--- config.mk ---
export PLATFORM = sky130hd
export DESIGN_NAME = silife_gen_ctrl
export DESIGN_NICKNAME = d
export VERILOG_FILES = /design/src/rtl/silife_gen_ctrl.sv
export SDC_FILE = /design/constraint.sdc
export NUM_CORES = 1
export LEC_CHECK = 0
export BUFFER_PORTS_ARGS = -buffer_cell sky130_fd_sc_hd__buf_2
export CAP_MARGIN = 20
export CORE_UTILIZATION = 55
export DETAILED_ROUTE_END_ITERATION = 7
export PLACE_DENSITY = 0.86
export SYNTH_ARGS = -nofsm -noshare
export SYNTH_HDL_FRONTEND = slang
export SYNTH_SLANG_ARGS = --single-unit
--- constraint.sdc ---
create_clock -name clk -period 10.6 [get_ports clk]
set_clock_uncertainty 0.15 [all_clocks]
set_input_delay 1.59 -clock clk [delete_from_list [all_inputs] [get_ports clk]]
set_output_delay 1.59 -clock clk [all_outputs]
set_load 0.05 [all_outputs]
--- src/rtl/silife_gen_ctrl.sv ---
// Wishbone-controlled generation sequencer for the silife Game-of-Life array.
// Optional done flag / irq logic is built only when SILIFE_GEN_CTRL_IRQ_EN is defined.
module silife_gen_ctrl #(
    parameter int unsigned WIDTH    = 8,
    parameter int unsigned HEIGHT   = 8,
    parameter int unsigned DIV_BITS = 24,
    parameter int unsigned GEN_BITS = 32
) (
    input  logic        clk,
    input  logic        reset,
    input  logic        i_wb_cyc,
    input  logic        i_wb_stb,
    input  logic        i_wb_we,
    input  logic [31:0] i_wb_addr,
    input  logic [31:0] i_wb_data,
    output logic        o_wb_ack,
    output logic [31:0] o_wb_data,
    output logic        step,
    output logic        invert,
    output logic [15:0] scan_cycles,
    output logic        irq
);

    localparam logic [1:0] ST_IDLE    = 2'd0;
    localparam logic [1:0] ST_FREE    = 2'd1;
    localparam logic [1:0] ST_BOUNDED = 2'd2;

    localparam logic [7:0] ADDR_CTRL   = 8'h00;
    localparam logic [7:0] ADDR_DIV    = 8'h04;
    localparam logic [7:0] ADDR_GEN    = 8'h08;
    localparam logic [7:0] ADDR_RUN_N  = 8'h0C;
    localparam logic [7:0] ADDR_STATUS = 8'h10;
    localparam logic [7:0] ADDR_SCAN   = 8'h14;
    localparam logic [7:0] ADDR_ID     = 8'h18;

    localparam logic [15:0] SCAN_RST = 16'd3;

    logic [1:0]          state_q, state_d;
    logic                run_q, run_d;
    logic                invert_q, invert_d;
    logic [DIV_BITS-1:0] div_q, div_d;
    logic [DIV_BITS-1:0] presc_q, presc_d;
    logic [GEN_BITS-1:0] gen_q, gen_d;
    logic [GEN_BITS-1:0] remain_q, remain_d;
    logic [15:0]         scan_q, scan_d;
    logic                pend_q, pend_d;
    logic                step_q, step_d;
    logic                ack_q, ack_d;
    logic [31:0]         rdata_q, rdata_d;
    logic                irq_q, irq_d;

    logic                done_c;
    logic                irq_en_c;

    logic                req_c, wr_c, rd_c;
    logic [7:0]          addr_c;
    logic                wr_ctrl_c, wr_div_c, wr_gen_c, wr_runn_c, wr_status_c, wr_scan_c;
    logic [GEN_BITS-1:0] runn_val_c;
    logic                runn_nz_c;
    logic                tick_c;
    logic                unused_c;

    // Bus decode: a request is only new while ack is low
    assign req_c       = i_wb_cyc & i_wb_stb & ~ack_q;
    assign wr_c        = req_c & i_wb_we;
    assign rd_c        = req_c & ~i_wb_we;
    assign addr_c      = i_wb_addr[7:0];
    assign wr_ctrl_c   = wr_c && (addr_c == ADDR_CTRL);
    assign wr_div_c    = wr_c && (addr_c == ADDR_DIV);
    assign wr_gen_c    = wr_c && (addr_c == ADDR_GEN);
    assign wr_runn_c   = wr_c && (addr_c == ADDR_RUN_N);
    assign wr_status_c = wr_c && (addr_c == ADDR_STATUS);
    assign wr_scan_c   = wr_c && (addr_c == ADDR_SCAN);
    assign runn_val_c  = i_wb_data[GEN_BITS-1:0];
    assign runn_nz_c   = |runn_val_c;
    assign tick_c      = (state_q != ST_IDLE) && (presc_q == '0);
    assign unused_c    = &{1'b0, i_wb_addr[31:8], i_wb_data};

`ifdef SILIFE_GEN_CTRL_IRQ_EN
    logic done_q, done_d;
    logic irq_en_q, irq_en_d;

    assign done_c   = done_q;
    assign irq_en_c = irq_en_q;

    always_ff @(posedge clk or posedge reset) begin
        if (reset) begin
            done_q   <= 1'b0;
            irq_en_q <= 1'b0;
        end else begin
            done_q   <= done_d;
            irq_en_q <= irq_en_d;
        end
    end
`else
    assign done_c   = 1'b0;
    assign irq_en_c = 1'b0;
`endif

    // Next-state: registers, prescaler, step generation, FSM and read mux
    always_comb begin
        state_d  = state_q;
        run_d    = run_q;
        invert_d = invert_q;
        div_d    = div_q;
        presc_d  = presc_q;
        gen_d    = gen_q;
        remain_d = remain_q;
        scan_d   = scan_q;
        pend_d   = 1'b0;
        step_d   = 1'b0;
        ack_d    = i_wb_cyc & i_wb_stb & ~ack_q;
        rdata_d  = 32'h0;
        irq_d    = done_c & irq_en_c;
`ifdef SILIFE_GEN_CTRL_IRQ_EN
        done_d   = done_q;
        irq_en_d = irq_en_q;
`endif

        if (state_q != ST_IDLE) begin
            presc_d = tick_c ? div_q : presc_q - DIV_BITS'(1);
        end

        // A pending step_req and a tick in the same cycle merge into one pulse
        step_d = tick_c | pend_q;
        if (step_d) begin
            gen_d = gen_q + GEN_BITS'(1);
        end

        if (wr_ctrl_c) begin
            run_d    = i_wb_data[0];
            invert_d = i_wb_data[1];
            pend_d   = i_wb_data[2];
`ifdef SILIFE_GEN_CTRL_IRQ_EN
            irq_en_d = i_wb_data[3];
`endif
        end
        if (wr_div_c) begin
            div_d = i_wb_data[DIV_BITS-1:0];
        end
        if (wr_gen_c) begin
            gen_d = '0;
        end
        if (wr_runn_c) begin
            remain_d = runn_val_c;
        end
        if (wr_scan_c) begin
            scan_d = i_wb_data[15:0];
        end
`ifdef SILIFE_GEN_CTRL_IRQ_EN
        if (wr_status_c && i_wb_data[1]) begin
            done_d = 1'b0;
        end
`endif

        case (state_q)
            ST_IDLE: begin
                if (wr_runn_c && runn_nz_c) begin
                    state_d = ST_BOUNDED;
                    presc_d = div_q;
                end else if (run_d) begin
                    state_d = ST_FREE;
                    presc_d = div_q;
                end
            end
            ST_FREE: begin
                if (wr_runn_c && runn_nz_c) begin
                    state_d = ST_BOUNDED;
                    presc_d = div_q;
                end else if (!run_d) begin
                    state_d = ST_IDLE;
                end
            end
            ST_BOUNDED: begin
                if (wr_runn_c) begin
                    if (runn_nz_c) begin
                        presc_d = div_q;
                    end else begin
                        state_d = ST_IDLE;
                    end
                end else if (tick_c) begin
                    remain_d = remain_q - GEN_BITS'(1);
                    if (remain_q == GEN_BITS'(1)) begin
                        state_d = ST_IDLE;
                        run_d   = 1'b0;
`ifdef SILIFE_GEN_CTRL_IRQ_EN
                        done_d  = 1'b1;
`endif
                    end
                end
            end
            default: state_d = ST_IDLE;
        endcase

        if (rd_c) begin
            case (addr_c)
                ADDR_CTRL:   rdata_d = {28'd0, irq_en_c, 1'b0, invert_q, run_q};
                ADDR_DIV:    rdata_d = 32'(div_q);
                ADDR_GEN:    rdata_d = 32'(gen_q);
                ADDR_RUN_N:  rdata_d = 32'(remain_q);
                ADDR_STATUS: rdata_d = {30'd0, done_c, (state_q != ST_IDLE)};
                ADDR_SCAN:   rdata_d = {16'd0, scan_q};
                ADDR_ID:     rdata_d = {8'h51, 8'h00, 8'(HEIGHT), 8'(WIDTH)};
                default:     rdata_d = 32'h0;
            endcase
        end
    end

    always_ff @(posedge clk or posedge reset) begin
        if (reset) begin
            state_q  <= ST_IDLE;
            run_q    <= 1'b0;
            invert_q <= 1'b0;
            div_q    <= '0;
            presc_q  <= '0;
            gen_q    <= '0;
            remain_q <= '0;
            scan_q   <= SCAN_RST;
            pend_q   <= 1'b0;
            step_q   <= 1'b0;
            ack_q    <= 1'b0;
            rdata_q  <= 32'h0;
            irq_q    <= 1'b0;
        end else begin
            state_q  <= state_d;
            run_q    <= run_d;
            invert_q <= invert_d;
            div_q    <= div_d;
            presc_q  <= presc_d;
            gen_q    <= gen_d;
            remain_q <= remain_d;
            scan_q   <= scan_d;
            pend_q   <= pend_d;
            step_q   <= step_d;
            ack_q    <= ack_d;
            rdata_q  <= rdata_d;
            irq_q    <= irq_d;
        end
    end

    assign o_wb_ack    = ack_q;
    assign o_wb_data   = rdata_q;
    assign step        = step_q;
    assign invert      = invert_q;
    assign scan_cycles = scan_q;
    assign irq         = irq_q;

endmodule

Word-level counts from Yosys, hierarchy flattened. Cells that the tools add are included.

Add/subtract/negate cells: 3. Reductions and logical operators: 14. Bitwise logic cells: 7. Multiplexer cells: 31. Equal/unequal tests: 14.

Operator list (count): $mux 32 (7); $pmux 32 s7 (1); $mux 24 (7); $pmux 24 s3 (1); $add 32x1->32 const B (1); $eq 32x1->1 const B (1); $reduce_or 32->1 (1); $sub 32x1->32 const B (1); $eq 8x5->1 const B (3); $logic_not 24->1 (1); $sub 24x1->24 const B (1); $eq 8x4->1 const B (2); $mux 2 (8); $ne 3x3->1 const B (4); $eq 8x3->1 const B (1); $logic_not 8->1 (1); $logic_and 1x1->1 (7); $mux 1 (6); $pmux 2 s3 (1); $reduce_and 5->1 (1); $and 1x1->1 (4); $reduce_bool 2->1 (2); $ne 3x2->1 const B (1); $eq 2x1->1 const B (1); 4 further kinds (5).

Bits in registers: 167.

Logic depth before layout (Yosys ltp). Gate-level depths: netlist of the first run.

Depth after elaboration: 9. Depth in mapped cells: 9. Gate-level depth less buffers: 8.

Worst setup path after synthesis of the first run. No wires, ideal clock.

Path kind: input-to-reg. Start: in i_wb_addr[4]. End: reg presc_q[2]. Arrival time: 3.602 ns. Slack: 6.722 ns. Stages: 8. Setup time: 0.126 ns. Path buffers: 2. Cells stage by stage: clkbuf_1 > nor4_1 > and4_1 > o211ai_1 > a22o_1 > a21o_1 > clkbuf_1 > a221o_1.

Longest elaborated chain between the ends: 6.

RTL lines: start: declaration (line 14) `input logic [31:0] i_wb_addr,`; $logic_not 8->1 (line 68) `assign wr_ctrl_c = wr_c && (addr_c == ADDR_CTRL);`; $logic_and 1x1->1 (line 68); $mux 1 (line 130) `if (wr_ctrl_c) begin`; $mux 24 (line 161) `end else if (run_d) begin`; $mux 24 (line 158) `if (wr_runn_c && runn_nz_c) begin`; $pmux 24 s3 (*) (line 156) `case (state_q)`; named net presc_d[2] (line 42) `logic [DIV_BITS-1:0] presc_q, presc_d;`; end signal: assignment (line 229) `presc_q <= presc_d;`; end: declaration (line 42).

The timed path passes the listed nets; every way through them passes the cells marked *. A chain may end at the register's enable or synchronous reset.

Worst setup path in the final report of the first run. Same ends and word-level chain as after synthesis.

==> results.cfg, run 1 <==
[synthesis]
ys_ff_latch = 167
yosysWarnings = 0
synth_ff_type = dfrtp_1
ys_types = 65
syn-num-nets = 954
synth_edf_count = 0
synth_area_mm2 = 0.008670
synthCells = 881
async_flop_share_pct = 100.0
syn_avg_cell_area_um2 = 9.841
ys_seq_area_share_pct = 48.23

[clock_network]
cts_buffer_depth = 2
clk_pin_slew_worst_paths_ns = 0.06
post-cts-setup-buffer-count = 0
cts-root-buf = clkbuf_16
htree_levels = 4
cts_hold_buf = 0
cts_resized = 0
cts_sinks = 167
clk_latency_ns = 0.44
cts_made_buffers = 17
cts_tree = built

[cells_and_area]
drive_gt1_share_pct = 21.06
diodes = 0
final_nets = 1019
final_cell_mix = 165 x dfrtp_1, 99 x nor2_1, 95 x buf_2
syn2layout_area_growth_pct = 14.30
layout_commonest_cell = dfrtp_1
finalNonFillerCells = 1170
fillers = 1199

[global_routing]
overflow = 0
track_usage_pct = 30.82
grt_pass1_wl_mm = 38.08
grt_pass1_vias = 7011
antenna_found_initial = 0
grt_max_degree = 102

[sta]
tightest_slew_ns = 1.185
maxSlewViolCount = 0
fin_crit_ns = 4.297
slew_headroom_pct = 21.01
tns_ns = 0
finalHoldViolCount = 0
setup_viol = 0
finalCritPeriodShare_pct = 40.54
max_freq_mhz = 232.7
setup_slack_ns = 6.303
rsz0062_at_grt = no

[critical_path]
crit_chain = buf_2, nor4_1, and4_1, o211ai_1, a22oi_1, o31ai_1, a221o_1
cp_top_family = compound AO/OA/AOI/OAI gates
crit_buf_inv = 1
r2r_cells = 6
critPathMaxFanout = 13
cp-end-kind = flip-flop
worstSetupStartpointType = input pin
crit_arrival_ns = 4.47
crit_slowest_cell = a22oi_1
slowest_delay_ns = 0.97
worst-setup-path-type = in -> reg
path_depth = 7
worstPathRequired_ns = 10.77

[placed_design]
dp.cells = 1136
io_buffer_count = 95
dp.final_hpwl_mm = 16.14
globalplace.congestion = 0.9249
dpl_worst_slack_ns = 5.937

[job]
maxCapViolCount = 0

[floorplanning]
die_h_um = 127.6
num_rows = 45
die_w_um = 127.6
io_pins = 121
coreArea_mm2 = 0.01531
start_util_pct = 56.61
die-area_mm2 = 0.01627

[routing]
wl_per_cell_um = 20.92
antenna_left = 0
routed-via-count = 7616
first_iter_violations = 1046
vias_per_cell = 6.509
drc = 0
wl_mm = 24.48
first_pass_iters = 7

[worst_hold_path]
hold_path_depth = 1
hold_class = reg -> reg

[pwr]
power_density_mw_per_mm2 = 164.0
peakVddDrop_uv = 121.3
total_power_uw = 1625
p_leak_uw = 0.004119

[run_status]
status = finished, final reports clean
## layout make-up
type                       count  area (µm²)  area share, %
clock buffer                  24       481.7          4.861
clock inverter                 8       121.4          1.225
inverter                      18       72.57         0.7323
multi-input combinational    636        4203          42.41
sequential                   167        4182          42.20
tap                          211       264.0          2.664
timing repair buffer         106       585.6          5.909
## worst paths after layout
kind	startpoint	end	slack, ns
hold / removal	div_q[1]$_DFFE_PP0P_	presc_q[1]$_DFF_PP0_	0.35
hold reg to reg	div_q[1]$_DFFE_PP0P_	presc_q[1]$_DFF_PP0_	0.35
setup reg to reg	remain_q[4]$_DFF_PP0_	state_q[1]$_DFFE_PP0P_	7.10
min in group asynchronous	reset	scan_cycles[4]$_DFFE_PP0P_	1.20
setup / recovery	i_wb_addr[4]	presc_q[2]$_DFF_PP0_	6.30
max in group asynchronous	reset	gen_q[17]$_DFFE_PP0P_	7.73
## routing by layer
metal	global-route usage, %	wire (µm)
met3	5.946	2224
met4	13.38	886
met2	48.12	11420
met1	42.06	9944
met5	0	0
## cells in the mapped netlist, types with 2 or more instances
| library cell | n | area, µm² |
|---|---|---|
| a211oi_1 | 6 | 45.04 |
| a21o_1 | 2 | 15.01 |
| a21oi_1 | 66 | 330.3 |
| a221o_1 | 9 | 90.09 |
| a222oi_1 | 2 | 20.02 |
| a22o_1 | 2 | 17.52 |
| a22oi_1 | 45 | 337.8 |
| a31oi_1 | 6 | 37.54 |
| a32oi_1 | 2 | 17.52 |
| and2_1 | 3 | 18.77 |
| and3_1 | 4 | 25.02 |
| and4_1 | 3 | 26.28 |
| and4b_1 | 4 | 40.04 |
| buf_1 | 2 | 7.510 |
| buf_2 | 2 | 10.01 |
| clkbuf_1 | 55 | 206.5 |
| dfrtp_1 | 165 | 4129 |
| dfstp_2 | 2 | 52.55 |
| ha_1 | 4 | 50.05 |
| inv_1 | 18 | 67.56 |
| mux2_2 | 43 | 484.2 |
| mux2i_1 | 2 | 20.02 |
| nand2_1 | 40 | 150.1 |
| nand2b_1 | 4 | 25.02 |
| nand3_1 | 25 | 125.1 |
| nand3b_1 | 3 | 22.52 |
| nand4_1 | 13 | 81.33 |
| nor2_1 | 99 | 371.6 |
| nor3_1 | 30 | 150.1 |
| nor3b_1 | 6 | 45.04 |
| nor4_1 | 46 | 287.8 |
| nor4b_1 | 9 | 78.83 |
| o211ai_1 | 5 | 37.54 |
| o21a_1 | 4 | 30.03 |
| o21ai_0 | 12 | 60.06 |
| o2bb2ai_1 | 2 | 17.52 |
| o31ai_1 | 9 | 67.56 |
| o32a_1 | 4 | 40.04 |
| or2_2 | 11 | 68.82 |
| or3_1 | 14 | 87.58 |
| or4_1 | 7 | 52.55 |
| or4_4 | 3 | 33.78 |
| xnor2_1 | 61 | 534.3 |
| xor2_1 | 6 | 52.55 |
## flip-flops by register name, summed over array words and instances, names as in the netlist
register / cells
step: 1
pend_q: 1
o_wb_ack: 1
remain_q: 32
invert: 1
presc_q: 24
div_q: 24
scan_cycles: 16
gen_q: 32
state_q: 2
o_wb_data: 32
run_q: 1
## stage by stage
step	hold WS (ns)	util [%]	cell area (µm²)
after global routing	0.3620	64.71	9910
after CTS	0.3483	64.43	9867
after floorplan	0.3156	-	8670
after detailed placement	0.3399	60.49	9264
after global placement	0.3209	60.49	9264
final	0.3506	64.71	9910
## power breakdown
part	internal, µW	leakage [µW]	switching, µW
Clock	389	0.000294	249
Combinational	97.2	0.00186	161
Sequential	677	0.00196	53.5
## worst register-to-register path: cells and delay by family, from the launching register on
| kind | cells | cell delay, ns |
|---|---|---|
| and+or+nand+nor | 4 | 2.53 |
| DFF | 1 | 0.46 |
| AOI/OAI and AO/OA | 2 | 0.25 |
## cells by family (layout without fill, tap and decap cells)
group                      count (synthesis)  after routing  share of synthesized area, %
and+or+nand+nor                          330            330                         20.39
adders and majority gates                  4              4                        0.5773
AOI/OAI and AO/OA                        189            189                         14.72
muxes                                     45             45                         5.816
other                                      1              1                       0.04325
DFF                                      167            167                         48.23
buffers and inverters                     78            156                         3.449
xor gates and xnor gates                  67             67                         6.769
Power figures use the tool's default switching activity.
==> inputs of run 2 (changes only) <==
==> constraint.sdc (replaced) <==
create_clock -name clk -period 4.5 [get_ports clk]
set_clock_uncertainty 0.15 [all_clocks]
set_input_delay 0.675 -clock clk [delete_from_list [all_inputs] [get_ports clk]]
set_output_delay 0.675 -clock clk [all_outputs]
set_load 0.05 [all_outputs]
==> results.cfg, run 2 (same netlist as run 1, synthesis figures left out) <==
[run_status]
status = finished, final reports clean

[sta]
tightest_slew_ns = 0.9492
setup_viol = 0
slew_headroom_pct = 36.72
finalCritPeriodShare_pct = 70.88
max_freq_mhz = 313.5
fin_crit_ns = 3.190
maxSlewViolCount = 0
tns_ns = 0
finalHoldViolCount = 0
rsz0062_at_grt = no

[clock_network]
cts_buffer_depth = 2
clk_latency_ns = 0.44
cts_tree = built
clk_pin_slew_worst_paths_ns = 0.06
post-cts-setup-buffer-count = 0
cts_sinks = 167
cts-root-buf = clkbuf_16
cts_resized = 0
htree_levels = 4
cts_made_buffers = 17
cts_hold_buf = 0

[floorplanning]
die-area_mm2 = 0.01627
io_pins = 121
coreArea_mm2 = 0.01531
die_w_um = 127.6
die_h_um = 127.6
num_rows = 45
start_util_pct = 56.61

[placed_design]
dp.final_hpwl_mm = 16.29
globalplace.congestion = 0.9535
io_buffer_count = 95

[pwr]
power_density_mw_per_mm2 = 385.7
peakVddDrop_uv = 279.2
p_leak_uw = 0.004145

[global_routing]
grt_pass1_wl_mm = 38.70
grt_pass1_vias = 7084
grt_util_met2_pct = 48.31
grt_max_degree = 108
top_usage_layer = met2
antenna_found_initial = 0
grt.met1_usage_pct = 43.40
track_usage_pct = 31.32
overflow = 0
met3_usage_pct = 6.114

[critical_path]
cp-end-kind = flip-flop
crit_arrival_ns = 3.36
crit_buf_inv = 0
reg2reg_slack_ns = 1.31
cp_top_family = simple AND/OR/NAND/NOR gates
worstPathRequired_ns = 4.67
critPathMaxFanout = 9
crit_chain = nor4_1, and2_1, nand3_1, or4_1, o21a_1, o32a_1
slowest_delay_ns = 0.61
worst-setup-path-type = reg -> reg
crit_slowest_cell = nor4_1
worstSetupStartpointType = flip-flop

[cells_and_area]
diodes = 0
syn2layout_area_growth_pct = 14.92
layout_commonest_cell = dfrtp_1
final_cell_mix = 165 x dfrtp_1, 99 x nor2_1, 95 x buf_2
final_nets = 1026
fin_util_pct = 65.06
fillers = 1205
drive_gt1_share_pct = 21.95

[routing]
drc = 0
antenna_left = 0
first_pass_iters = 5
routed-via-count = 7652
first_iter_violations = 1012
vias_per_cell = 6.501
wl_mm = 24.19
wl_per_cell_um = 20.55

[job]
maxCapViolCount = 0

[worst_hold_path]
hold_class = in -> async
-- run 2: path summary, 6_finish.rpt --
check                                      from                    end  cells after the start
min in group clk             o_wb_ack$_DFF_PP0_     o_wb_ack$_DFF_PP0_                      1
setup reg to reg           presc_q[6]$_DFF_PP0_  presc_q[20]$_DFF_PP0_                      6
max in group asynchronous                 reset  presc_q[22]$_DFF_PP0_                      3
setup / recovery           presc_q[6]$_DFF_PP0_  presc_q[20]$_DFF_PP0_                      6
hold / removal                            reset   presc_q[4]$_DFF_PP0_                      2
hold reg to reg              o_wb_ack$_DFF_PP0_     o_wb_ack$_DFF_PP0_                      1
-- run 2: per-layer routing --
layer	up-vias	part of all wire [%]
li1	3393	-
met1	3747	42
met2	440	46
met3	72	8.6
met4	0	3.6
met5	-	0
-- run 2: final cells by class --
cell class,count,area [µm²],share of cell area (%)
Multi-Input combinational cell,636,4203,42.18
Sequential cell,167,4182,41.97
Timing Repair Buffer,113,630.6,6.329
Clock buffer,23,498.0,4.998
Tap cell,211,264.0,2.650
Clock inverter,9,115.1,1.155
Inverter,18,71.32,0.7158
-- run 2: metrics by stage --
step	hold WS (ns)	cell area [µm²]	setup WS [ns]	instances	power [µW]
final	0.1118	9963	1.310	1177	3843
after global routing	0.1408	9963	1.117	1177	3993
after CTS	0.1224	9948	1.357	1176	3830
after detailed placement	0.3292	9335	0.9599	1144	2331
after global placement	0.3167	9335	0.9711	1144	2308
after floorplan	0.3156	8673	1.537	881	2167
-- run 2: power breakdown --
part / total, µW / internal [µW] / switching (µW)
registers: 1720 / 1590 / 125
clock network: 1510 / 894 / 616
logic: 614 / 231 / 383
total: 3840 / 2720 / 1120
-- run 2: worst reg2reg max path, cell delays in order, from the launching register on --
cell	delay (ns)
dfrtp_1	0.46
nor4_1	0.61
and2_1	0.46
nand3_1	0.28
or4_1	0.58
o21a_1	0.20
o32a_1	0.33
